## src/rtl/regfile_ctrl_if.sv

```systemverilog
// Instruction and debug bus of regfile_ctrl.
// master drives instructions and debug requests; slave is the controller.
interface regfile_ctrl_if #(
  parameter int DW     = 8,
  parameter int NREG   = 4,
  parameter int MDEPTH = 16
);
  localparam int RW = $clog2(NREG);
  localparam int AW = $clog2(MDEPTH);

  logic          instr_valid;
  logic          instr_ready;
  logic [3:0]    op;
  logic [RW-1:0] rd;
  logic [RW-1:0] rs;
  logic [AW-1:0] addr;
  logic [3:0]    imm;
  logic          done;
  logic          err;
  logic          flag_cy;
  logic          flag_z;
  logic          dbg_rd_en;
  logic          dbg_wr_en;
  logic [RW-1:0] dbg_sel;
  logic [DW-1:0] dbg_wdata;
  logic [DW-1:0] dbg_rdata;
  logic          dbg_ack;

  modport master (
    output instr_valid, op, rd, rs, addr, imm,
    output dbg_rd_en, dbg_wr_en, dbg_sel, dbg_wdata,
    input  instr_ready, done, err, flag_cy, flag_z, dbg_rdata, dbg_ack
  );

  modport slave (
    input  instr_valid, op, rd, rs, addr, imm,
    input  dbg_rd_en, dbg_wr_en, dbg_sel, dbg_wdata,
    output instr_ready, done, err, flag_cy, flag_z, dbg_rdata, dbg_ack
  );
endinterface

```

## src/rtl/regfile_ctrl.sv

```systemverilog
// Small register-file controller: executes one instruction at a time against
// a register file and a data memory, with a debug port that gets the register
// file only when no instruction is being accepted.
module regfile_ctrl #(
  parameter int DW     = 8,
  parameter int NREG   = 4,
  parameter int MDEPTH = 16
) (
  input logic         clk,
  input logic         rst,
  regfile_ctrl_if.slave bus
);
  localparam int RW = $clog2(NREG);
  localparam int AW = $clog2(MDEPTH);

  localparam logic [3:0] OP_LD  = 4'b0000;
  localparam logic [3:0] OP_ST  = 4'b0001;
  localparam logic [3:0] OP_MI  = 4'b0010;
  localparam logic [3:0] OP_MR  = 4'b0011;
  localparam logic [3:0] OP_NOP = 4'b0100;
  localparam logic [3:0] OP_CM  = 4'b0111;
  localparam logic [3:0] OP_CMI = 4'b1111;

  typedef enum logic [1:0] {IDLE, MEMRD, RETIRE} state_t;

  state_t        state, state_nx;
  logic [DW-1:0] regs [NREG];
  logic [DW-1:0] mem  [MDEPTH];

  // instruction fields held past the handshake (only what later cycles need)
  logic [3:0]    op_p1;
  logic [AW-1:0] addr_p1;

  logic          ready_c;
  logic          done_c;
  logic          err_c;
  logic          hs;
  logic          dbg_go;
  logic [DW-1:0] cmp_b;
  logic          flag_cy_q;
  logic          flag_z_q;
  logic [DW-1:0] dbg_rdata_q;
  logic          dbg_ack_q;

  function automatic logic signed [DW-1:0] sext_imm(input logic [3:0] v);
    return {{(DW-4){v[3]}}, v};
  endfunction

  function automatic logic legal_op(input logic [3:0] o);
    case (o)
      OP_LD, OP_ST, OP_MI, OP_MR, OP_NOP, OP_CM, OP_CMI: return 1'b1;
      default:                                           return 1'b0;
    endcase
  endfunction

  // state register
  always_ff @(posedge clk) begin
    if (rst) state <= IDLE;
    else     state <= state_nx;
  end

  // next state and retire-cycle outputs
  always_comb begin
    state_nx = state;
    ready_c  = 1'b0;
    done_c   = 1'b0;
    err_c    = 1'b0;
    case (state)
      IDLE: begin
        ready_c = 1'b1;
        if (bus.instr_valid && !rst) state_nx = (bus.op == OP_LD) ? MEMRD : RETIRE;
      end
      MEMRD:  state_nx = RETIRE;
      RETIRE: begin
        done_c   = 1'b1;
        err_c    = !legal_op(op_p1);
        state_nx = IDLE;
      end
      default: state_nx = IDLE;
    endcase
  end

  assign hs     = ready_c && !rst && bus.instr_valid;
  // an instruction in the same IDLE cycle always wins over the debug port
  assign dbg_go = ready_c && !rst && !bus.instr_valid && (bus.dbg_rd_en || bus.dbg_wr_en);
  assign cmp_b  = (bus.op == OP_CM) ? regs[bus.rs] : sext_imm(bus.imm);

  // latch the fields needed after the handshake edge
  always_ff @(posedge clk) begin
    if (hs) begin
      op_p1   <= bus.op;
      addr_p1 <= bus.addr;
    end
  end

  // register file, flags and debug port; single-cycle ops commit at the handshake
  always_ff @(posedge clk) begin
    if (rst) begin
      for (int i = 0; i < NREG; i++) regs[i] <= '0;
      flag_cy_q   <= 1'b0;
      flag_z_q    <= 1'b0;
      dbg_rdata_q <= '0;
      dbg_ack_q   <= 1'b0;
    end else begin
      dbg_ack_q <= dbg_go;
      // read samples the old value, so a simultaneous write still returns it
      if (dbg_go && bus.dbg_rd_en) dbg_rdata_q <= regs[bus.dbg_sel];
      if (dbg_go && bus.dbg_wr_en) regs[bus.dbg_sel] <= bus.dbg_wdata;
      if (hs) begin
        case (bus.op)
          OP_MR: regs[bus.rd] <= regs[bus.rs];
          OP_MI: regs[bus.rd] <= sext_imm(bus.imm);
          OP_CM, OP_CMI: begin
            flag_z_q  <= (regs[bus.rd] == cmp_b);
            flag_cy_q <= (regs[bus.rd] <  cmp_b);
          end
          default: ;
        endcase
      end
      // load result lands as the block enters RETIRE
      if (state == MEMRD) regs[0] <= mem[addr_p1];
    end
  end

  // data memory write port, deliberately not reset
  always_ff @(posedge clk) begin
    if (hs && bus.op == OP_ST) mem[bus.addr] <= regs[0];
  end

  assign bus.instr_ready = ready_c && !rst;
  assign bus.done        = done_c;
  assign bus.err         = err_c;
  assign bus.flag_cy     = flag_cy_q;
  assign bus.flag_z      = flag_z_q;
  assign bus.dbg_rdata   = dbg_rdata_q;
  assign bus.dbg_ack     = dbg_ack_q;
endmodule

```

## src/flat_wrapper.sv

```systemverilog
// flat-port wrapper written by rule: the top's interface ports become plain ports
module regfile_ctrl_flat 
#(
  parameter int DW     = 8,
  parameter int NREG   = 4,
  parameter int MDEPTH = 16
)
  (clk, rst, bus_instr_valid, bus_op, bus_rd, bus_rs, bus_addr, bus_imm, bus_dbg_rd_en, bus_dbg_wr_en, bus_dbg_sel, bus_dbg_wdata, bus_instr_ready, bus_done, bus_err, bus_flag_cy, bus_flag_z, bus_dbg_rdata, bus_dbg_ack);
  regfile_ctrl_if #(.DW(DW), .NREG(NREG), .MDEPTH(MDEPTH)) bus_i ();
  input logic clk;
  input logic rst;
  input wire logic [$bits(bus_i.instr_valid)-1:0] bus_instr_valid;
  input wire logic [$bits(bus_i.op)-1:0] bus_op;
  input wire logic [$bits(bus_i.rd)-1:0] bus_rd;
  input wire logic [$bits(bus_i.rs)-1:0] bus_rs;
  input wire logic [$bits(bus_i.addr)-1:0] bus_addr;
  input wire logic [$bits(bus_i.imm)-1:0] bus_imm;
  input wire logic [$bits(bus_i.dbg_rd_en)-1:0] bus_dbg_rd_en;
  input wire logic [$bits(bus_i.dbg_wr_en)-1:0] bus_dbg_wr_en;
  input wire logic [$bits(bus_i.dbg_sel)-1:0] bus_dbg_sel;
  input wire logic [$bits(bus_i.dbg_wdata)-1:0] bus_dbg_wdata;
  output wire logic [$bits(bus_i.instr_ready)-1:0] bus_instr_ready;
  output wire logic [$bits(bus_i.done)-1:0] bus_done;
  output wire logic [$bits(bus_i.err)-1:0] bus_err;
  output wire logic [$bits(bus_i.flag_cy)-1:0] bus_flag_cy;
  output wire logic [$bits(bus_i.flag_z)-1:0] bus_flag_z;
  output wire logic [$bits(bus_i.dbg_rdata)-1:0] bus_dbg_rdata;
  output wire logic [$bits(bus_i.dbg_ack)-1:0] bus_dbg_ack;
  assign bus_i.instr_valid = bus_instr_valid;
  assign bus_i.op = bus_op;
  assign bus_i.rd = bus_rd;
  assign bus_i.rs = bus_rs;
  assign bus_i.addr = bus_addr;
  assign bus_i.imm = bus_imm;
  assign bus_i.dbg_rd_en = bus_dbg_rd_en;
  assign bus_i.dbg_wr_en = bus_dbg_wr_en;
  assign bus_i.dbg_sel = bus_dbg_sel;
  assign bus_i.dbg_wdata = bus_dbg_wdata;
  assign bus_instr_ready = bus_i.instr_ready;
  assign bus_done = bus_i.done;
  assign bus_err = bus_i.err;
  assign bus_flag_cy = bus_i.flag_cy;
  assign bus_flag_z = bus_i.flag_z;
  assign bus_dbg_rdata = bus_i.dbg_rdata;
  assign bus_dbg_ack = bus_i.dbg_ack;
  regfile_ctrl #(.DW(DW), .NREG(NREG), .MDEPTH(MDEPTH)) u_core (.clk(clk), .rst(rst), .bus(bus_i));
endmodule
```

## config.mk

```make
export PLATFORM = sky130hd
export DESIGN_NAME = regfile_ctrl_flat
export DESIGN_NICKNAME = d
export VERILOG_FILES = /design/src/rtl/regfile_ctrl_if.sv /design/src/rtl/regfile_ctrl.sv /design/src/flat_wrapper.sv
export SDC_FILE = /design/constraint.sdc
export NUM_CORES = 1
export LEC_CHECK = 0
export CORE_MARGIN = 2
export CORE_UTILIZATION = 64
export CTS_CLUSTER_DIAMETER = 150
export CTS_CLUSTER_SIZE = 16
export DETAILED_ROUTE_END_ITERATION = 12
export GPL_TIMING_DRIVEN = 0
export MAX_ROUTING_LAYER = met4
export PLACE_DENSITY = 0.84
export SETUP_SLACK_MARGIN = 0.4
export SKIP_CTS_REPAIR_TIMING = 1
export SYNTH_ARGS = -nofsm -noshare
export SYNTH_HDL_FRONTEND = slang
export SYNTH_SLANG_ARGS = --single-unit
export TNS_END_PERCENT = 20
```

## constraint.sdc

```tcl
create_clock -name clk -period 8.8 [get_ports clk]
set_input_delay 1.76 -clock clk [delete_from_list [all_inputs] [get_ports clk]]
set_output_delay 1.76 -clock clk [all_outputs]
set_load 0.01 [all_outputs]
```

==> results.md <==
- edfxtp_1 takes more of the synthesized area than any other cell.
- The number of antenna repair diodes is 0.
- Along the worst path, the maximum fanout reaches 10.
- The worst setup path is captured at an output pin.
- The floorplan step set the die width to 117 um.
- STA classifies the critical path startpoint as a primary input.
- Once layout is done, the placed cells without fillers occupy 9420 sq um.
- The DRC violations left is 0.
- The total of max-cap violations is 0.
- For the worst setup path, the data required time is between 7 and 8 ns.
- In the post-synthesis netlist, the biggest area contributors are edfxtp_1 61%, mux4_2 15%, dfxtp_1 4.1%.
- The area of the mapped netlist is 8220 sq um.
- From synthesis to final layout, the design area changed by 14.6%.
- For this run, the leading register cell type out of synthesis is edfxtp_1.
- The dominant cell by count in the synthesized netlist is edfxtp_1.
- Setup repair after global routing left no endpoint under its margin.
- The placed instance area is 8810 sq um.
- The number of iterations in the first detailed-routing pass is 5.
- Setup violations remaining at the end of the flow were counted as 0.
- The proportion of layout cells with a drive suffix above 1 is 0.221.
- The detailed router used layers up to and including met4.
- The count of final max-slew check failures came to 0.
- The total number of H-tree levels is 4.
- The worst path needs approximately 4.8 ns of the cycle, external delays included.
- The number of sinks driven by the clock tree is 185.
- The initialized floorplan defines 41 standard-cell rows.
- The average vias per placed instance is 6.60.
- The final wirelength is 18.1 mm.
- In this run the worst hold path is classified as register to register.
- After clock tree synthesis, the clock-pin slew on the worst setup and hold paths is 0.07 ns.
- The final critical-path share of the clock period is 0.540.
- Yosys printed 0 warnings.
- For this block, the via count after detailed routing is 4894.
- The clock root buffer master is clkbuf_16.
- On the final layout, the worst clock skew is about 0.0054 ns.
- For this run, the top clock speed supported by timing is 0.210 GHz.
- The post-route setup TNS is 0 ns.
- Buffers inserted during clock tree synthesis total 17.
- The count of different cell masters after synthesis is 46.
- The first global-routing pass estimated 27.7 mm of wire.
- TritonCTS built the clock tree.
- The synthesized design contains ~190 register bits.
- The via count of the first global-routing pass is 4961.
- The number of antenna violations at the first check in global routing is 0.
- The area enclosed by the die boundary is 13800 sq um.
- The overall power of the completed layout is 0.00191 W.
- The clock passes through at most 2 buffers.
- The flow ran to the end, and the final reports show no timing, DRC or antenna violations.
- Wire segments on met2 add up to just over 9 mm in the final route.
- After technology mapping, the gate count stands at 500.
- The global-route total usage across every layer is 0.285.
- Counting instances in the post-synthesis netlist gives the leading cell types as 168 x edfxtp_1, 53 x mux4_2, 49 x nor2_1.
- During I/O placement, the number of pins put on the boundary was between 40 and 50.
- For this block, the initial DRC count from the detailed router was 658.
- The count of input and output buffers is 37.
- The count of nets left with antenna violations after detail routing is 0.
- The sequential share of the synthesized area is 0.655.
- STA puts the critical path data arrival time at ~3 ns.
- The remaining global-route overflow is 0.
- Across the VDD grid, the largest voltage drop is 0.218 mV.
- Summed over all cells, the static leakage comes to 3.09 nW.
- The average detailed-routed wire length per instance is between 20 and 25 um.
- The vertical die dimension is 117 um.
- The HPWL after detailed placement is ~12 mm.
- The count of final hold-check violations came to 0.
- The number of nets in the finished design is around 600.
- The weighted congestion reported at the end of routability-driven placement is 0.895.
- The number of enable-type register cells in the synthesized netlist is 168.
- The worst setup path is of the primary input to output pin kind.
- The fraction of synthesized cell area taken by the top area cell type is 0.614.
- Power spread over the standard cell area amounts to between 200 and 250 nW/um^2.
- The length of routed wiring on met1 is 6.74 mm.
- The met3 wire length is 1.68 mm.
- After floorplanning, the core was sized to cover approximately 13000 sq um.
- The count of fill cells added during filler insertion is 734.
- At the later pin of the worst-skew pair, clock insertion delay measures 0.44 ns.
- The actual slew at the worst max-slew pin is roughly 1.2 ns.
- The worst slew margin relative to its limit is 0.170.
- For this run, the share of the core covered by cells in the final layout is 0.749.
- The share of flip-flops with an asynchronous set or reset after synthesis is 0.
- A synthesized cell averages 16.4 sq um.
- The largest net degree at the start of global routing is 20.
- The net count after synthesis is 539.
- The initial utilization of the core area, before any placement, comes to 0.654.
cells by family (layout without fill, tap and decap cells):
family | count (synthesis) | in the layout | share of synthesized area
AOI/OAI and AO/OA | 59 | 59 | 0.0499
adders and majority gates | 8 | 8 | 0.0122
buffers and inverters | 31 | 100 | 0.0204
DFF | 185 | 185 | 0.655
muxes | 75 | 75 | 0.174
and+or+nand+nor | 142 | 142 | 0.0887
placed cells by master (no fill, tap or decap), types with 10 or more instances in the layout:
master / instances
a21oi_1: 21
and3_1: 10
buf_2: 10
clkbuf_1: 10
clkbuf_16: 17
clkdlybuf4s50_1: 37
dfxtp_1: 17
edfxtp_1: 168
mux2i_1: 11
mux4_2: 53
nand2_1: 23
nand3_1: 11
nor2_1: 49
nor2b_1: 10
layout make-up:
cell class,instances,area (sq um),area share
flip-flops and latches,185,5390,0.572
multi-input cells,284,2680,0.284
clock buffers,18,439,0.0466
repair buffers,37,370,0.0393
well taps,172,215,0.0229
clock inverters,14,163,0.0173
plain buffers,27,148,0.0157
inverters,4,20.0,0.00213
per-stage QoR:
stage / setup slack (ns) / hold slack (ns) / cells
2_1_floorplan: 4.74 / 0.449 / 500
3_3_place_gp: 3.92 / 0.442 / 709
3_5_place_dp: 3.97 / 0.454 / 709
4_1_cts: 4.07 / 0.463 / 741
5_1_grt: 4.00 / 0.478 / 741
6_report: 4.04 / 0.458 / 741
report_power, final:
group          leakage [nW]  total, W  internal [W]  switching (W)
logic                  1.10  0.000151     0.0000719      0.0000789
registers              1.71  0.000985      0.000969      0.0000162
clock network         0.282  0.000770      0.000433       0.000337
final timing paths:
kind / endpoint / cells past startpoint / from / slack [ns]
max: bus_instr_ready / 3 / rst / 4.04
max reg2reg: u_core.mem[0][5] / 7 / u_core.state[0] / 5.79
min reg2reg: u_core.bus.dbg_rdata[2] / 2 / u_core.bus.dbg_rdata[2] / 0.46
min: u_core.bus.dbg_rdata[2] / 2 / u_core.bus.dbg_rdata[2] / 0.46
layer usage:
metal,vias up,track usage
li1,2112,-
met1,2468,0.369
met2,265,0.444
met3,49,0.0564
met4,0,0.133
met5,-,-
critical path, stage by stage:
cell	delay, ns
buf_2	0.17
nor3_4	0.43
clkdlybuf4s50_1	0.63
flip-flops by register name, indices dropped and copies added (netlist names), named ones only:
register,flops
u_core.addr_p1,4
u_core.bus.flag_z,1
u_core.bus.flag_cy,1
u_core.regs,32
u_core.bus.dbg_ack,1
u_core.state,2
u_core.op_p1,4
u_core.bus.dbg_rdata,8
u_core.mem,128
Note: power is estimated with default switching activity, not from simulation.
